$ cat src/rtl/regfile_wb_scheduler_pkg.sv
// Shared widths, the zero-register constant and the writeback request record
// used by the WB stage, the multi-cycle unit and the write-port scheduler.
package regfile_wb_scheduler_pkg;

    localparam int DATA_W   = 32;
    localparam int ADDR_W   = 5;
    localparam int NUM_REGS = 32;

    localparam logic [ADDR_W-1:0] ZERO_REG = '0;

    typedef struct packed {
        logic              valid;
        logic [ADDR_W-1:0] addr;
        logic [DATA_W-1:0] data;
    } wb_req_t;

    function automatic logic [NUM_REGS-1:0] reg_onehot(input logic [ADDR_W-1:0] a);
        reg_onehot    = '0;
        reg_onehot[a] = 1'b1;
    endfunction

endpackage

$ cat src/rtl/regfile_wb_scheduler_if.sv
// Bus bundle around the write-port scheduler: issue check, both writeback
// sources, the register file write port and the debug scoreboard view.
// slave = the scheduler, master = the surrounding core (or a bench).
interface regfile_wb_scheduler_if;
    import regfile_wb_scheduler_pkg::*;

    logic                issue_valid;
    logic                issue_mc;
    logic [ADDR_W-1:0]   issue_dest;
    logic [ADDR_W-1:0]   issue_src1;
    logic [ADDR_W-1:0]   issue_src2;
    logic                issue_stall;

    logic                pipe_wb_valid;
    logic [ADDR_W-1:0]   pipe_wb_addr;
    logic [DATA_W-1:0]   pipe_wb_data;

    logic                mc_wb_valid;
    logic                mc_wb_ready;
    logic [ADDR_W-1:0]   mc_wb_addr;
    logic [DATA_W-1:0]   mc_wb_data;

    logic                RegWrite;
    logic [ADDR_W-1:0]   Write_address;
    logic [DATA_W-1:0]   Write_data;
    logic [NUM_REGS-1:0] pending;

    modport slave (
        input  issue_valid, issue_mc, issue_dest, issue_src1, issue_src2,
        input  pipe_wb_valid, pipe_wb_addr, pipe_wb_data,
        input  mc_wb_valid, mc_wb_addr, mc_wb_data,
        output issue_stall, mc_wb_ready,
        output RegWrite, Write_address, Write_data, pending
    );

    modport master (
        output issue_valid, issue_mc, issue_dest, issue_src1, issue_src2,
        output pipe_wb_valid, pipe_wb_addr, pipe_wb_data,
        output mc_wb_valid, mc_wb_addr, mc_wb_data,
        input  issue_stall, mc_wb_ready,
        input  RegWrite, Write_address, Write_data, pending
    );

endinterface

$ cat src/rtl/regfile_wb_scheduler_scoreboard.sv
// Pending-write scoreboard for multi-cycle destinations plus the RAW/WAW
// hazard compare. Register 0 never becomes pending.
// WB_CLEAR_BYPASS_EN: the hazard compare ignores the bit being cleared by a
// multi-cycle transfer in the same cycle, saving one stall cycle.
module regfile_scoreboard
    import regfile_wb_scheduler_pkg::*;
(
    input  logic                CLK,
    input  logic                RST,
    input  logic                issue_valid,
    input  logic                issue_accept_mc,
    input  logic [ADDR_W-1:0]   issue_dest,
    input  logic [ADDR_W-1:0]   issue_src1,
    input  logic [ADDR_W-1:0]   issue_src2,
    input  logic                clr_en,
    input  logic [ADDR_W-1:0]   clr_addr,
    output logic                hazard,
    output logic [NUM_REGS-1:0] pending
);

    logic [NUM_REGS-1:0] pending_q;
    logic [NUM_REGS-1:0] set_mask;
    logic [NUM_REGS-1:0] clr_mask;
    logic [NUM_REGS-1:0] pending_nxt;
    logic [NUM_REGS-1:0] hazard_view;

    // set/clear masks; set wins over clear if both hit one bit, r0 is masked off
    always_comb begin
        set_mask = '0;
        clr_mask = '0;
        if (issue_accept_mc && issue_dest != ZERO_REG)
            set_mask = reg_onehot(issue_dest);
        if (clr_en)
            clr_mask = reg_onehot(clr_addr);
        pending_nxt = ((pending_q & ~clr_mask) | set_mask) & ~reg_onehot(ZERO_REG);
    end

    // scoreboard register
    always_ff @(posedge CLK or posedge RST) begin
        if (RST)
            pending_q <= '0;
        else
            pending_q <= pending_nxt;
    end

    // hazard compare against sources and destination
    always_comb begin
`ifdef WB_CLEAR_BYPASS_EN
        hazard_view = pending_q & ~clr_mask;
`else
        hazard_view = pending_q;
`endif
        hazard = issue_valid &
                 (hazard_view[issue_src1] | hazard_view[issue_src2] | hazard_view[issue_dest]);
    end

    assign pending = pending_q;

endmodule

$ cat src/rtl/regfile_wb_scheduler.sv
// Register file write-port scheduler: pipeline WB always wins the port, the
// multi-cycle unit takes it when the pipeline is idle. A saturating starvation
// counter throttles issue so the pipeline drains and the mc result gets in.
// Optional build macro: WB_CLEAR_BYPASS_EN (same-cycle hazard release on clear).
module regfile_wb_scheduler
    import regfile_wb_scheduler_pkg::*;
#(
    parameter int STARVE_LIMIT = 4
) (
    input logic                  CLK,
    input logic                  RST,
    regfile_wb_scheduler_if.slave bus
);

    localparam int                CNT_W      = $clog2(STARVE_LIMIT + 1);
    localparam logic [CNT_W-1:0]  STARVE_MAX = CNT_W'(STARVE_LIMIT);

    wb_req_t             pipe_req;
    wb_req_t             mc_req;
    wb_req_t             grant;
    logic                mc_ready;
    logic                mc_xfer;
    logic [CNT_W-1:0]    starve_cnt;
    logic                starve;
    logic                hazard;
    logic                stall;
    logic                issue_accept_mc;
    logic                reg_write_q;
    logic [ADDR_W-1:0]   write_addr_q;
    logic [DATA_W-1:0]   write_data_q;
    logic [NUM_REGS-1:0] pending_w;

    assign pipe_req = '{valid: bus.pipe_wb_valid, addr: bus.pipe_wb_addr, data: bus.pipe_wb_data};
    assign mc_req   = '{valid: bus.mc_wb_valid,   addr: bus.mc_wb_addr,   data: bus.mc_wb_data};

    assign mc_ready = ~pipe_req.valid;
    assign mc_xfer  = mc_req.valid & mc_ready;

    // fixed-priority grant: pipeline first, then an accepted mc result
    always_comb begin
        grant = '0;
        if (pipe_req.valid)
            grant = pipe_req;
        else if (mc_xfer)
            grant = mc_req;
    end

    // registered write port; address/data hold when nothing is granted
    always_ff @(posedge CLK or posedge RST) begin
        if (RST) begin
            reg_write_q  <= 1'b0;
            write_addr_q <= '0;
            write_data_q <= '0;
        end else if (grant.valid) begin
            reg_write_q  <= (grant.addr != ZERO_REG);
            write_addr_q <= grant.addr;
            write_data_q <= grant.data;
        end else begin
            reg_write_q  <= 1'b0;
        end
    end

    // saturating count of consecutive refused mc cycles
    always_ff @(posedge CLK or posedge RST) begin
        if (RST)
            starve_cnt <= '0;
        else if (!mc_req.valid || mc_xfer)
            starve_cnt <= '0;
        else if (starve_cnt != STARVE_MAX)
            starve_cnt <= starve_cnt + 1'b1;
    end

    assign starve          = (starve_cnt == STARVE_MAX);
    assign stall           = hazard | (bus.issue_valid & starve);
    assign issue_accept_mc = bus.issue_valid & ~stall & bus.issue_mc;

    regfile_scoreboard u_scoreboard (
        .CLK             (CLK),
        .RST             (RST),
        .issue_valid     (bus.issue_valid),
        .issue_accept_mc (issue_accept_mc),
        .issue_dest      (bus.issue_dest),
        .issue_src1      (bus.issue_src1),
        .issue_src2      (bus.issue_src2),
        .clr_en          (mc_xfer),
        .clr_addr        (mc_req.addr),
        .hazard          (hazard),
        .pending         (pending_w)
    );

    assign bus.mc_wb_ready   = mc_ready;
    assign bus.issue_stall   = stall;
    assign bus.RegWrite      = reg_write_q;
    assign bus.Write_address = write_addr_q;
    assign bus.Write_data    = write_data_q;
    assign bus.pending       = pending_w;

endmodule

$ cat src/flat_wrapper.sv
// flat-port wrapper written by rule: the top's interface ports become plain ports
module regfile_wb_scheduler_flat import regfile_wb_scheduler_pkg::*;
#(
    parameter int STARVE_LIMIT = 4
)
  (CLK, RST, bus_issue_valid, bus_issue_mc, bus_issue_dest, bus_issue_src1, bus_issue_src2, bus_pipe_wb_valid, bus_pipe_wb_addr, bus_pipe_wb_data, bus_mc_wb_valid, bus_mc_wb_addr, bus_mc_wb_data, bus_issue_stall, bus_mc_wb_ready, bus_RegWrite, bus_Write_address, bus_Write_data, bus_pending);
  regfile_wb_scheduler_if bus_i ();
  input logic CLK;
  input logic RST;
  input wire logic [$bits(bus_i.issue_valid)-1:0] bus_issue_valid;
  input wire logic [$bits(bus_i.issue_mc)-1:0] bus_issue_mc;
  input wire logic [$bits(bus_i.issue_dest)-1:0] bus_issue_dest;
  input wire logic [$bits(bus_i.issue_src1)-1:0] bus_issue_src1;
  input wire logic [$bits(bus_i.issue_src2)-1:0] bus_issue_src2;
  input wire logic [$bits(bus_i.pipe_wb_valid)-1:0] bus_pipe_wb_valid;
  input wire logic [$bits(bus_i.pipe_wb_addr)-1:0] bus_pipe_wb_addr;
  input wire logic [$bits(bus_i.pipe_wb_data)-1:0] bus_pipe_wb_data;
  input wire logic [$bits(bus_i.mc_wb_valid)-1:0] bus_mc_wb_valid;
  input wire logic [$bits(bus_i.mc_wb_addr)-1:0] bus_mc_wb_addr;
  input wire logic [$bits(bus_i.mc_wb_data)-1:0] bus_mc_wb_data;
  output wire logic [$bits(bus_i.issue_stall)-1:0] bus_issue_stall;
  output wire logic [$bits(bus_i.mc_wb_ready)-1:0] bus_mc_wb_ready;
  output wire logic [$bits(bus_i.RegWrite)-1:0] bus_RegWrite;
  output wire logic [$bits(bus_i.Write_address)-1:0] bus_Write_address;
  output wire logic [$bits(bus_i.Write_data)-1:0] bus_Write_data;
  output wire logic [$bits(bus_i.pending)-1:0] bus_pending;
  assign bus_i.issue_valid = bus_issue_valid;
  assign bus_i.issue_mc = bus_issue_mc;
  assign bus_i.issue_dest = bus_issue_dest;
  assign bus_i.issue_src1 = bus_issue_src1;
  assign bus_i.issue_src2 = bus_issue_src2;
  assign bus_i.pipe_wb_valid = bus_pipe_wb_valid;
  assign bus_i.pipe_wb_addr = bus_pipe_wb_addr;
  assign bus_i.pipe_wb_data = bus_pipe_wb_data;
  assign bus_i.mc_wb_valid = bus_mc_wb_valid;
  assign bus_i.mc_wb_addr = bus_mc_wb_addr;
  assign bus_i.mc_wb_data = bus_mc_wb_data;
  assign bus_issue_stall = bus_i.issue_stall;
  assign bus_mc_wb_ready = bus_i.mc_wb_ready;
  assign bus_RegWrite = bus_i.RegWrite;
  assign bus_Write_address = bus_i.Write_address;
  assign bus_Write_data = bus_i.Write_data;
  assign bus_pending = bus_i.pending;
  regfile_wb_scheduler #(.STARVE_LIMIT(STARVE_LIMIT)) u_core (.CLK(CLK), .RST(RST), .bus(bus_i));
endmodule
$ cat config.mk
export PLATFORM = sky130hd
export DESIGN_NAME = regfile_wb_scheduler_flat
export DESIGN_NICKNAME = d
export VERILOG_FILES = /design/src/rtl/regfile_wb_scheduler_pkg.sv /design/src/rtl/regfile_wb_scheduler_if.sv /design/src/rtl/regfile_wb_scheduler_scoreboard.sv /design/src/rtl/regfile_wb_scheduler.sv /design/src/flat_wrapper.sv
export SDC_FILE = /design/constraint.sdc
export NUM_CORES = 1
export LEC_CHECK = 0
export CAP_MARGIN = 30
export CORE_MARGIN = 2
export CORE_UTILIZATION = 35
export CTS_CLUSTER_SIZE = 24
export DETAILED_ROUTE_END_ITERATION = 8
export GPL_ROUTABILITY_DRIVEN = 0
export GPL_TIMING_DRIVEN = 0
export HOLD_SLACK_MARGIN = 0.03
export PLACE_DENSITY_LB_ADDON = 0.15
export REMOVE_ABC_BUFFERS = 1
export SYNTH_ARGS = -nofsm -noshare
export SYNTH_HDL_FRONTEND = slang
export SYNTH_SLANG_ARGS = --single-unit
$ cat constraint.sdc
create_clock -name CLK -period 3 [get_ports CLK]
set_clock_uncertainty 0.2 [all_clocks]
set_input_delay 0.6 -clock CLK [delete_from_list [all_inputs] [get_ports CLK]]
set_output_delay 0.6 -clock CLK [all_outputs]
set_load 0.005 [all_outputs]
==> results by group <==
Worst setup path
  – Crit. Startpoint: bus_issue_dest[0]
  – Reg2Reg Depth: 7
  – Crit path max fanout: 16
  – CP Launch Type: primary input
  – Critical Path Sink Type: output port
  – Worst setup path end: bus_issue_stall
  – Worst path slowest cell: mux4_2
  – RR Endpoint: u_core.u_scoreboard.pending[28]
  – R2R setup slack: 190 ps
  – Slowest stage delay, CP: 510 ps
  – Crit Path Category: in2out
  – Cell Chain, Critical Path: buf_12 -> mux4_2 -> o211ai_1 -> nand4_1 -> nor4_4 -> buf_6 -> a21boi_2 -> buf_2
  – Worst Path Arrival: 2230 ps
  – CP required: 2200 ps
  – Reg-to-Reg Start: u_core.u_scoreboard.pending[19]

STA
  – Hold Worst Slack: 365 ps
  – Final period util: 101%
  – F_max: 330 MHz
  – RSZ-0062 raised after global routing: yes
  – Slew HR: 64.5%
  – Worst-margin pin slew: 531 ps
  – Final hold vios: 0
  – Final Max Tran Viols: 0
  – Fin worst setup slack: -33.1 ps
  – Final setup fails: 1
  – Period minus WS final: 3030 ps

Placement
  – # placed instances: 719
  – Port bufs: 165
  – Final HPWL DP: 10200 µm
  – Dpl ws: -1540 ps

Global route
  – Initial antenna violation count: 0
  – GR Util All Layers: 22.5%
  – Global-route wire length before repair: 22700 µm
  – Largest net degree at the start of global routing: 64
  – Vias in the first global route: 4288
  – Global route overflow: 0

Floorplanning
  – Core area: 11900 µm²
  – Top Ports: 167
  – Die Wd: 114 µm
  – Die H: 114 µm
  – Die Area: 13000 µm²
  – Std cell rows: 40
  – Initial core utilization: 35.6%

Detailed routing
  – First-pass DRT Iterations: 4
  – Via Count: 4088
  – DR WL/cell: 19.1 µm
  – DRC: 0
  – Via-to-Cell Ratio: 5.52
  – DR iter-0 viols: 190
  – Final WL: 14100 µm
  – DRT antenna net count: 0

Cells and area
  – Most frequent cells in the layout: clkdlybuf4s50_1 (149), o21ai_0 (68), dfrtp_1 (68)
  – Commonest non-fill, non-tap cell in the layout: clkdlybuf4s50_1
  – Ant diodes: 0
  – Share of cells above drive strength 1: 12.1%
  – Non-filler cells, final: 741
  – Synthesis-to-layout area growth: 50.2%
  – Layout Nets: 686
  – Final core occ: 53.5%

Synth
  – Top FF cell, synth: dfrtp_1
  – Yosys reg bits: 72
  – Register area share after synthesis: 42.5%
  – Avg Cell Area, Syn: 9.75 µm²
  – Synth cell types: 46
  – Mapped cell area: 4240 µm²
  – Synth warn: 0
  – Number of synthesized flops with an enable pin: 0
  – Gate Count Post-Synth: 435
  – Post-synth ARST share: 100%

Outcome
  – Failing checks: negative setup slack
  – Outcome: finished, violations left

Clocking
  – CTS Sinks: 72
  – Clock Path Buffers: 2
  – CTS clk-pin slew, worst paths: 60 ps
  – Worst-skew pair later-pin latency: 330 ps
  – Htree depth: 3
  – CTS buffer count: 9
  – CTS tree: yes
  – Clk root buf: clkbuf_16

Pwr
  – Pleak: 0.00268 µW
  – Pwr Density: 472 nW/µm²
  – VDD IR-drop max: 221 µV
  – Final Power: 3010 µW

Flow run
  – Max-Cap Viols: 0

Hold path
  – Hold WC Path Type: reg2reg
-- power by group --
| group | switching, µW | total [µW] | internal [µW] | leakage (µW) |
|---|---|---|---|---|
| clock | 415 | 1040 | 628 | 0.000145 |
| combinational | 326 | 783 | 456 | 0.00163 |
| sequential | 107 | 1180 | 1080 | 0.000910 |
-- worst min-delay path by stage --
stage | startpoint | endpoint | cells after the start
after detailed placement | u_core.bus.Write_data[5] | u_core.bus.Write_data[5] | 2
after global placement | u_core.bus.Write_data[22] | u_core.bus.Write_data[22] | 2
after CTS | u_core.bus.Write_data[26] | u_core.bus.Write_data[26] | 2
after floorplan | u_core.starve_cnt[1] | u_core.starve_cnt[1] | 2
after global routing | u_core.bus.Write_data[15] | u_core.bus.Write_data[15] | 2
final | u_core.bus.Write_data[26] | u_core.bus.Write_data[26] | 2
-- metrics by stage --
| stage | setup TNS (ps) | instance area [µm²] |
|---|---|---|
| 2_1_floorplan | 0 | 4100 |
| 3_5_place_dp | -41250 | 5990 |
| 5_1_grt | -117 | 6370 |
| 3_3_place_gp | -141500 | 5930 |
| 4_1_cts | -24.1 | 6350 |
| 6_report | -33.1 | 6370 |
-- cell usage after synthesis (all sizes together), types with 5 or more instances --
cell,instances,area (µm²)
o31ai,25,238
mux2i,67,671
buf,13,73.8
mux4,5,113
o21ai,75,375
mux2,5,56.3
clkbuf,18,67.6
nor2b,6,37.5
o22ai,5,31.3
dfrtp,72,1800
nor2,16,62.6
a22oi,7,52.6
nand4,6,43.8
a21oi,9,45.0
nand3,11,55.1
inv,9,33.8
nand2,50,188
-- flip-flops by register name (all words and copies together), names as in the netlist --
name,cells
u_core.bus.Write_data,32
u_core.starve_cnt,3
u_core.bus.RegWrite,1
u_core.u_scoreboard.pending,31
u_core.bus.Write_address,5
-- layout make-up --
| type | instances | area (µm²) |
|---|---|---|
| Clock buffer | 12 | 267 |
| Multi-Input combinational cell | 323 | 2300 |
| Fill cell | 1113 | 5540 |
| Tap cell | 147 | 184 |
| Timing Repair Buffer | 174 | 1750 |
| Clock inverter | 4 | 26.3 |
| Inverter | 9 | 40.0 |
| Sequential cell | 72 | 1810 |
-- repair_timing --
action,4_1_cts,5_1_grt
hold buffers,0,0
pin swaps,6,1
buffers inserted,5,1
setup endpoints to repair,32,20
resized for setup,65,8
-- routing by layer --
| layer | global-route usage [%] | share of wire (%) | vias to the layer above |
|---|---|---|---|
| met4 | 7.15 | 2.2 | 0 |
| met1 | 27.7 | 41 | 1948 |
| met5 | 0 | 0 | - |
| met3 | 8.52 | 10 | 20 |
| li1 | - | - | 1913 |
| met2 | 36.5 | 46 | 207 |
-- worst max-delay path: cells and delay by family --
family | cells | cell delay (ps)
buffers and inverters | 3 | 440
AND/OR/NAND/NOR | 2 | 410
AO/OA/AOI/OAI | 2 | 260
multiplexers | 1 | 510
-- cell families (layout without fill, tap and decap cells) --
group | after synthesis | count (layout) | share of synthesized area (%)
simple gates | 113 | 113 | 13.6
fa+ha+maj | 2 | 2 | 0.590
buf+inv | 40 | 199 | 4.13
mux | 77 | 77 | 19.8
compound gates | 129 | 129 | 19.1
xor+xnor | 1 | 1 | 0.207
flops | 72 | 72 | 42.5
other cells | 1 | 1 | 0.0884
Power figures use the tool's default switching activity.
